File: src/rtl/bus_xfer_ctrl.sv
// Bus transfer sequencer: LDBUS one source, capture its word, WR it to the masked destinations.
// Optional transfer counter on XFER_CNT when BUSCTL_XFER_CNT_EN is defined.
module bus_xfer_ctrl #(
  parameter int WIDTH = 16,
  parameter int NSRC  = 8,
  parameter int NDST  = 8,
  parameter int SELW  = 3
) (
  input  logic                  clk,
  input  logic                  RST_N,
  input  logic                  REQ,
  input  logic [SELW-1:0]       SRC_SEL,
  input  logic [NDST-1:0]       DST_MASK,
  input  logic [NSRC*WIDTH-1:0] SRC_DATA,
  output logic [NSRC-1:0]       LDBUS,
  output logic [NDST-1:0]       WR,
  output logic [WIDTH-1:0]      BUS_OUT,
  output logic                  BUSY,
  output logic                  DONE,
  output logic                  ERR,
  output logic [15:0]           XFER_CNT
);

  typedef enum logic [1:0] {IDLE, LOAD, CAPT, WRITE} state_e;

  localparam logic [SELW:0] NSRC_L = (SELW+1)'(NSRC);

  state_e            state_q, state_d;
  logic [SELW-1:0]   src_q, src_d;
  logic [NDST-1:0]   dst_q, dst_d;
  logic              src_ok_q, src_ok_d;
  logic              bad_q, bad_d;
  logic [NSRC-1:0]   ldbus_q, ldbus_d;
  logic [NDST-1:0]   wr_q, wr_d;
  logic [WIDTH-1:0]  bus_out_q, bus_out_d;
  logic              busy_q, busy_d;
  logic              done_q, done_d;
  logic              err_q, err_d;
  logic              sel_ok;

  assign sel_ok = ({1'b0, SRC_SEL} < NSRC_L);

  always_comb begin
    // NOTE: every signal gets a default first so no path leaves it unassigned (no latch).
    state_d   = state_q;
    src_d     = src_q;
    dst_d     = dst_q;
    src_ok_d  = src_ok_q;
    bad_d     = bad_q;
    ldbus_d   = '0;
    wr_d      = '0;
    bus_out_d = bus_out_q;
    done_d    = 1'b0;
    err_d     = 1'b0;
    unique case (state_q)
      IDLE: begin
        if (REQ) begin
          src_d    = SRC_SEL;
          dst_d    = DST_MASK;
          src_ok_d = sel_ok;
          bad_d    = !sel_ok || (DST_MASK == '0);
          if (sel_ok) ldbus_d = NSRC'(1) << SRC_SEL;
          state_d  = LOAD;
        end
      end
      LOAD: state_d = CAPT;
      CAPT: begin
        // An out-of-range source leaves BUS_OUT and every destination untouched.
        if (src_ok_q) begin
          bus_out_d = SRC_DATA[int'(src_q)*WIDTH +: WIDTH];
          wr_d      = dst_q;
        end
        state_d = WRITE;
      end
      WRITE: begin
        done_d  = 1'b1;
        err_d   = bad_q;
        state_d = IDLE;
      end
      default: state_d = IDLE;
    endcase
    busy_d = (state_d != IDLE);
  end

  // NOTE: the output/data registers are reset too, since reset must clear every output at once.
  always_ff @(posedge clk or negedge RST_N) begin
    if (!RST_N) begin
      state_q   <= IDLE;
      src_q     <= '0;
      dst_q     <= '0;
      src_ok_q  <= 1'b0;
      bad_q     <= 1'b0;
      ldbus_q   <= '0;
      wr_q      <= '0;
      bus_out_q <= '0;
      busy_q    <= 1'b0;
      done_q    <= 1'b0;
      err_q     <= 1'b0;
    end else begin
      // NOTE: non-blocking assignments so every flop samples pre-edge values.
      state_q   <= state_d;
      src_q     <= src_d;
      dst_q     <= dst_d;
      src_ok_q  <= src_ok_d;
      bad_q     <= bad_d;
      ldbus_q   <= ldbus_d;
      wr_q      <= wr_d;
      bus_out_q <= bus_out_d;
      busy_q    <= busy_d;
      done_q    <= done_d;
      err_q     <= err_d;
    end
  end

  assign LDBUS   = ldbus_q;
  assign WR      = wr_q;
  assign BUS_OUT = bus_out_q;
  assign BUSY    = busy_q;
  assign DONE    = done_q;
  assign ERR     = err_q;

`ifdef BUSCTL_XFER_CNT_EN
  logic [15:0] cnt_q, cnt_d;

  // Counts on the same edge that raises DONE, only for error-free transfers.
  always_comb begin
    cnt_d = cnt_q;
    if (state_q == WRITE && !bad_q) cnt_d = cnt_q + 16'd1;
  end

  always_ff @(posedge clk or negedge RST_N) begin
    if (!RST_N) cnt_q <= '0;
    else        cnt_q <= cnt_d;
  end

  assign XFER_CNT = cnt_q;
`else
  assign XFER_CNT = 16'd0;
`endif

endmodule

File: config.mk
export PLATFORM = sky130hd
export DESIGN_NAME = bus_xfer_ctrl
export DESIGN_NICKNAME = d
export VERILOG_FILES = /design/src/rtl/bus_xfer_ctrl.sv
export SDC_FILE = /design/constraint.sdc
export NUM_CORES = 1
export LEC_CHECK = 0
export CELL_PAD_IN_SITES_DETAIL_PLACEMENT = 0
export CELL_PAD_IN_SITES_GLOBAL_PLACEMENT = 1
export CORE_MARGIN = 4
export CORE_UTILIZATION = 29
export CTS_CLUSTER_SIZE = 8
export DETAILED_ROUTE_END_ITERATION = 10
export GPL_ROUTABILITY_DRIVEN = 0
export PLACE_DENSITY = 0.89
export RECOVER_POWER = 50
export SYNTH_ARGS = -nofsm -noshare
export SYNTH_HDL_FRONTEND = slang
export SYNTH_SLANG_ARGS = --single-unit
File: constraint.sdc
create_clock -name clk -period 4.74 [get_ports clk]
set_input_delay 0.474 -clock clk [delete_from_list [all_inputs] [get_ports clk]]
set_output_delay 0.474 -clock clk [all_outputs]
set_load 0.005 [all_outputs]
## After elaboration in Yosys (flattened, before gate mapping)

Cells that the tools add are included.

- Bits in registers: 50
- Input bits: 142
- Output and inout bits: 51
- Word-level logic and storage cells: 29

- Equal/unequal tests: 3
- Shift operators: 2
- Muxes and demuxes: 8
- Reduce and logical (&&, ||, !) cells: 5

Operators with widths:

| cell | number |
|---|---|
| indexed part select 128 x 8 -> 16 bit | 1 |
| two-way mux 8 bit | 4 |
| logical NOT 8 bit | 1 |
| case mux 2 bit (4 select lines) | 1 |
| << shifter 1 x 3 -> 8 bit, first input constant | 1 |
| equality test 2 bit, second input constant | 2 |
| AND reduction 2 bit | 2 |
| equality test 2 x 1 -> 1 bit, second input constant | 1 |
| logical NOT 2 bit | 1 |
| two-way mux 1 bit | 2 |
| two-way mux 2 bit | 1 |
| nonzero test 2 bit | 1 |

## Logic depth before layout (Yosys ltp)

- Depth in word-level cells: 3
- Depth in mapped cells: 6
- Depth with buffers taken out: 5

## Worst setup path after synthesis

OpenSTA, ideal clock, no wires.

- Path kind: flip-flop to flip-flop
- Start point: register state_q[0]
- End point: register bus_out_q[5] (netlist: BUS_OUT[5])
- Setup time: 146 ps
- Data arrival time: 1,413 ps
- Data required time: 4,594 ps
- Setup slack: 3,181 ps
- Stages on the path, launching flop included: 6
- Buffers on the path: 1
- Clock period less this slack: 1,559 ps
- Path through: dfrtp_1 > inv_1 > ha_1 > nand2_1 > buf_1 > o31ai_1

- Word-level cells in the longest chain between the ends: 2

RTL lines:

| item | RTL line | source |
|---|---|---|
| start: declaration | 28 | `state_e state_q, state_d;` |
| start signal: assignment | 101 | `state_q <= state_d;` |
| equality test 2 bit | 55 | `unique case (state_q)` |
| AND reduction 2 bit (no source line) | - |  |
| end signal: assignment | 108 | `bus_out_q <= bus_out_d;` |
| end: declaration | 35 | `logic [WIDTH-1:0] bus_out_q, bus_out_d;` |

Every way passes these cells.
A chain may end at the register's enable or synchronous reset.

## Final worst setup path

- Start point: register src_q[0]
- End point: register bus_out_q[2] (netlist: BUS_OUT[2])

- Word-level cells in the longest chain between the ends: 1

RTL lines:

| item | RTL line | source |
|---|---|---|
| start: declaration | 29 | `logic [SELW-1:0] src_q, src_d;` |
| start signal: assignment | 102 | `src_q <= src_d;` |
| indexed part select 128 x 8 -> 16 bit | 70 | `bus_out_d = SRC_DATA[int'(src_q)*WIDTH +: WIDTH];` |

Every way passes these cells.

==> flow_summary_export.csv <==
group,metric,value,unit
run_status,status,"finished, final reports clean",
clock_network,clock_latency,0.31,ns
sta,worstMarginPinSlew,0.890,ns
job,maxCapViolations,0,
sta,clock.fmax,0.441,GHz
clock_network,number_of_buffers_on_the_longest_clock_path,2,
critical_path,cp.arrival,2.44,ns
critical_path,worstSetupEndpointType,"flip-flop",
routing,detail_route.wl_per_cell,16.5,um
routing,dr_total_vias,2687,
grt,grt_antenna_before_repair,0,
die,chipWidth,110,um
routing,detailedRoute.firstIterationViolations,84,
critical_path,regToRegEndpoint,"BUS_OUT[2]",
grt,grt.total_usage,0.144,
clock_network,clock_sinks,50,
sta,finClkSkew,0.0103,ns
die,overall_die_area,12200,um2
sta,layout_worst_path_cycle_share,0.478,
grt,grt_pass1_vias,2690,
synth,synth.distinct_cells,30,
synth,synth_warnings,0,
clock_network,post-cts-setup-buffer-count,0,
cells_and_area,areaGrowthSynthToFinish,61.9,%
critical_path,type_of_origin_of_the_critical_path,"flip-flop",
sta,rsz0062_at_grt,"no",
power,peakVddDrop,0.000249,V
clock_network,clk_pin_slew_worst_paths,0.09,ns
clock_network,cts-htree-levels,2,
die,core_area,10300,um2
worst_hold_path,hp_class,"in2async",
cells_and_area,post_route_cells_drive_above_1_share,0.117,
critical_path,ff2ff_setup_slack,2.47,ns
synth,synth_area,3030,um2
sta,totalNegativeSetupSlack,0,ns
place,dp_slack,2.45,ns
clock_network,post_cts_resize_count,0,
die,io-pin-count,193,
critical_path,worstPathMaxFanout,36,
grt,grt_pass1_wl,13.4,mm
grt,grt_start_max_net_pins,51,
critical_path,slowest_cell_on_the_critical_path,"sky130_fd_sc_hd__dfrtp_2",
power,power.density,467,nW/um2
sta,timing_max_transition_violations_final,0,
cells_and_area,final_non_filler_cells,573,
critical_path,timing_worst_setup_path_type,"reg2reg",
sta,slew_headroom,0.407,
critical_path,worstRegToRegCells,4,
sta,report.final.hold_viol_count,0,
place,dp_hpwl,7.22,mm
die,cell_row_count,37,
sta,report.final.setup_viol,0,
synth,synth_sequential_area_ratio,0.413,
place,dpl.cell_count,566,
die,die_extent_in_y,110,um
sta,period_minus_slack,2.27,ns
routing,routed_wirelength,9.46,mm
die,initial_utilization,0.295,
cells_and_area,layout.nets,583,
grt,grt_overflow_total,0,
power,leakage_power,2.09,nW
place,placement.io_buffers,176,
critical_path,timing.rr.start,"src_q[0]",
clock_network,tritoncts,"done",
routing,drc_errors,0,
critical_path,crit_path_max_incr_delay,0.87,ns
cells_and_area,antenna-diode-count,0,
synth,netlist_instances,267,
critical_path,worstPathRequired,4.92,ns
clock_network,cts_inserted_buffers,5,
clock_network,cts_hold_buffers,0,
critical_path,timing.critical_path.cells,"buf_4 > mux2_2 > o22ai_1 > o31ai_2",
synth,syn_area_per_cell,11.4,um2
synth,postSynthRegisterBits,50,
routing,drtPass1Iterations,4,
clock_network,root_cell_of_the_clock_tree,"sky130_fd_sc_hd__clkbuf_8",
sta,fin_ws,2.47,ns
routing,detail_route.vias_per_cell,4.69,
routing,drt.antenna.violating_nets,0,
==> registers in the layout, summed over array words and instances (netlist names), 2 cells and up <==
signal,flops
src_q,3
dst_q,8
LDBUS,8
state_q,2
BUS_OUT,16
WR,8
==> metal layers <==
| layer | global-route usage | part of all wire |
|---|---|---|
| met5 | 0 | 0 |
| met4 | 0.0281 | 0.0073 |
| met3 | 0.0483 | 0.12 |
| met2 | 0.272 | 0.50 |
| met1 | 0.155 | 0.37 |
==> final cells by class <==
class / count / area, um2
Sequential cell: 50 / 1250
Tap cell: 136 / 170
Fill cell: 989 / 5370
Clock inverter: 2 / 17.5
Timing Repair Buffer: 181 / 1790
Clock buffer: 5 / 68.8
Multi-Input combinational cell: 197 / 1600
Inverter: 2 / 7.51
==> how the worst max path moves through the flow <==
stage,slack [ns],depth (start not counted),startpoint,end
3_5_place_dp,2.45,4,src_q[0],BUS_OUT[2]
6_report,2.47,4,src_q[0],BUS_OUT[2]
4_1_cts,2.45,4,src_q[0],BUS_OUT[2]
2_1_floorplan,3.18,5,state_q[0],BUS_OUT[5]
5_1_grt,2.34,4,src_q[0],BUS_OUT[2]
3_3_place_gp,2.53,4,src_q[0],BUS_OUT[2]
==> report_power, final <==
group          switching, W  total (W)  internal [W]
combinational      0.000564    0.00131      0.000741
clock              0.000155   0.000260      0.000105
sequential         0.000134   0.000728      0.000595
total              0.000853    0.00229       0.00144
==> cell families after synthesis <==
logic type | share of synthesized area
adders and majority gates | 0.0165
and+or+nand+nor | 0.0825
AOI/OAI and AO/OA | 0.147
buffers and inverters | 0.0788
DFF | 0.413
muxes | 0.262
other | 0.00124
==> layout by cell type, fill, tap and decap left out, drive strengths merged <==
master and count:
buf 6, dlygate4sd3 1, clkbuf 5, or2 1
o21ai 1, conb 16, and3 8, nor2 6
o31ai 16, nor2b 1, dfrtp 50, nand2 24
ha 4, mux2 42, a22o 16, inv 4
clkdlybuf4s50 174, nor3 4, nand3 1, nor4 3
nand2b 4, mux2i 32, o22ai 16, and2 1
a21oi 1
==> Yosys cell counts <==
master / n / area share
sky130_fd_sc_hd__dfrtp_1: 50 / 0.41
sky130_fd_sc_hd__mux2i_1: 32 / 0.11
sky130_fd_sc_hd__nand2_1: 24 / 0.030
sky130_fd_sc_hd__mux2_1: 21 / 0.078
sky130_fd_sc_hd__mux2_2: 21 / 0.078
sky130_fd_sc_hd__buf_4: 18 / 0.045
sky130_fd_sc_hd__a22o_1: 16 / 0.046
sky130_fd_sc_hd__o22ai_1: 16 / 0.033
sky130_fd_sc_hd__o31ai_2: 15 / 0.062
sky130_fd_sc_hd__and3_1: 8 / 0.017
sky130_fd_sc_hd__nor2_1: 6 / 0.0074
sky130_fd_sc_hd__clkbuf_1: 5 / 0.0062
sky130_fd_sc_hd__buf_2: 4 / 0.0066
sky130_fd_sc_hd__ha_1: 4 / 0.017
sky130_fd_sc_hd__nand2b_1: 4 / 0.0082
sky130_fd_sc_hd__nor3_1: 4 / 0.0066
sky130_fd_sc_hd__buf_6: 3 / 0.011
sky130_fd_sc_hd__nor4_1: 3 / 0.0062
sky130_fd_sc_hd__inv_1: 2 / 0.0025
sky130_fd_sc_hd__a21oi_1: 1 / 0.0016
sky130_fd_sc_hd__and2_1: 1 / 0.0021
sky130_fd_sc_hd__buf_1: 1 / 0.0012
sky130_fd_sc_hd__buf_8: 1 / 0.0049
sky130_fd_sc_hd__clkbuf_2: 1 / 0.0016
sky130_fd_sc_hd__conb_1: 1 / 0.0012
sky130_fd_sc_hd__nand3_1: 1 / 0.0016
sky130_fd_sc_hd__nor2b_1: 1 / 0.0021
sky130_fd_sc_hd__o21ai_0: 1 / 0.0016
sky130_fd_sc_hd__o31ai_1: 1 / 0.0025
sky130_fd_sc_hd__or2_2: 1 / 0.0021
==> worst max-delay path: cells and delay by family (launching register included) <==
| kind | cells | cell delay [ns] |
|---|---|---|
| AO/OA/AOI/OAI | 2 | 0.26 |
| buffers and inverters | 1 | 0.56 |
| flip-flops | 1 | 0.87 |
| multiplexers | 1 | 0.40 |
==> per-stage QoR <==
step / cell area (um2) / util / hold WS (ns) / power [W]
detailed placement: 4820 / 0.469 / 0.473 / 0.00207
global route: 4910 / 0.478 / 0.326 / 0.00246
finish: 4910 / 0.478 / 0.258 / 0.00229
floorplan: 3090 / - / 0.178 / 0.00158
CTS: 4910 / 0.478 / 0.299 / 0.00233
global placement: 4820 / 0.469 / 0.465 / 0.00204
No activity file was read; power rests on OpenSTA's default activity.
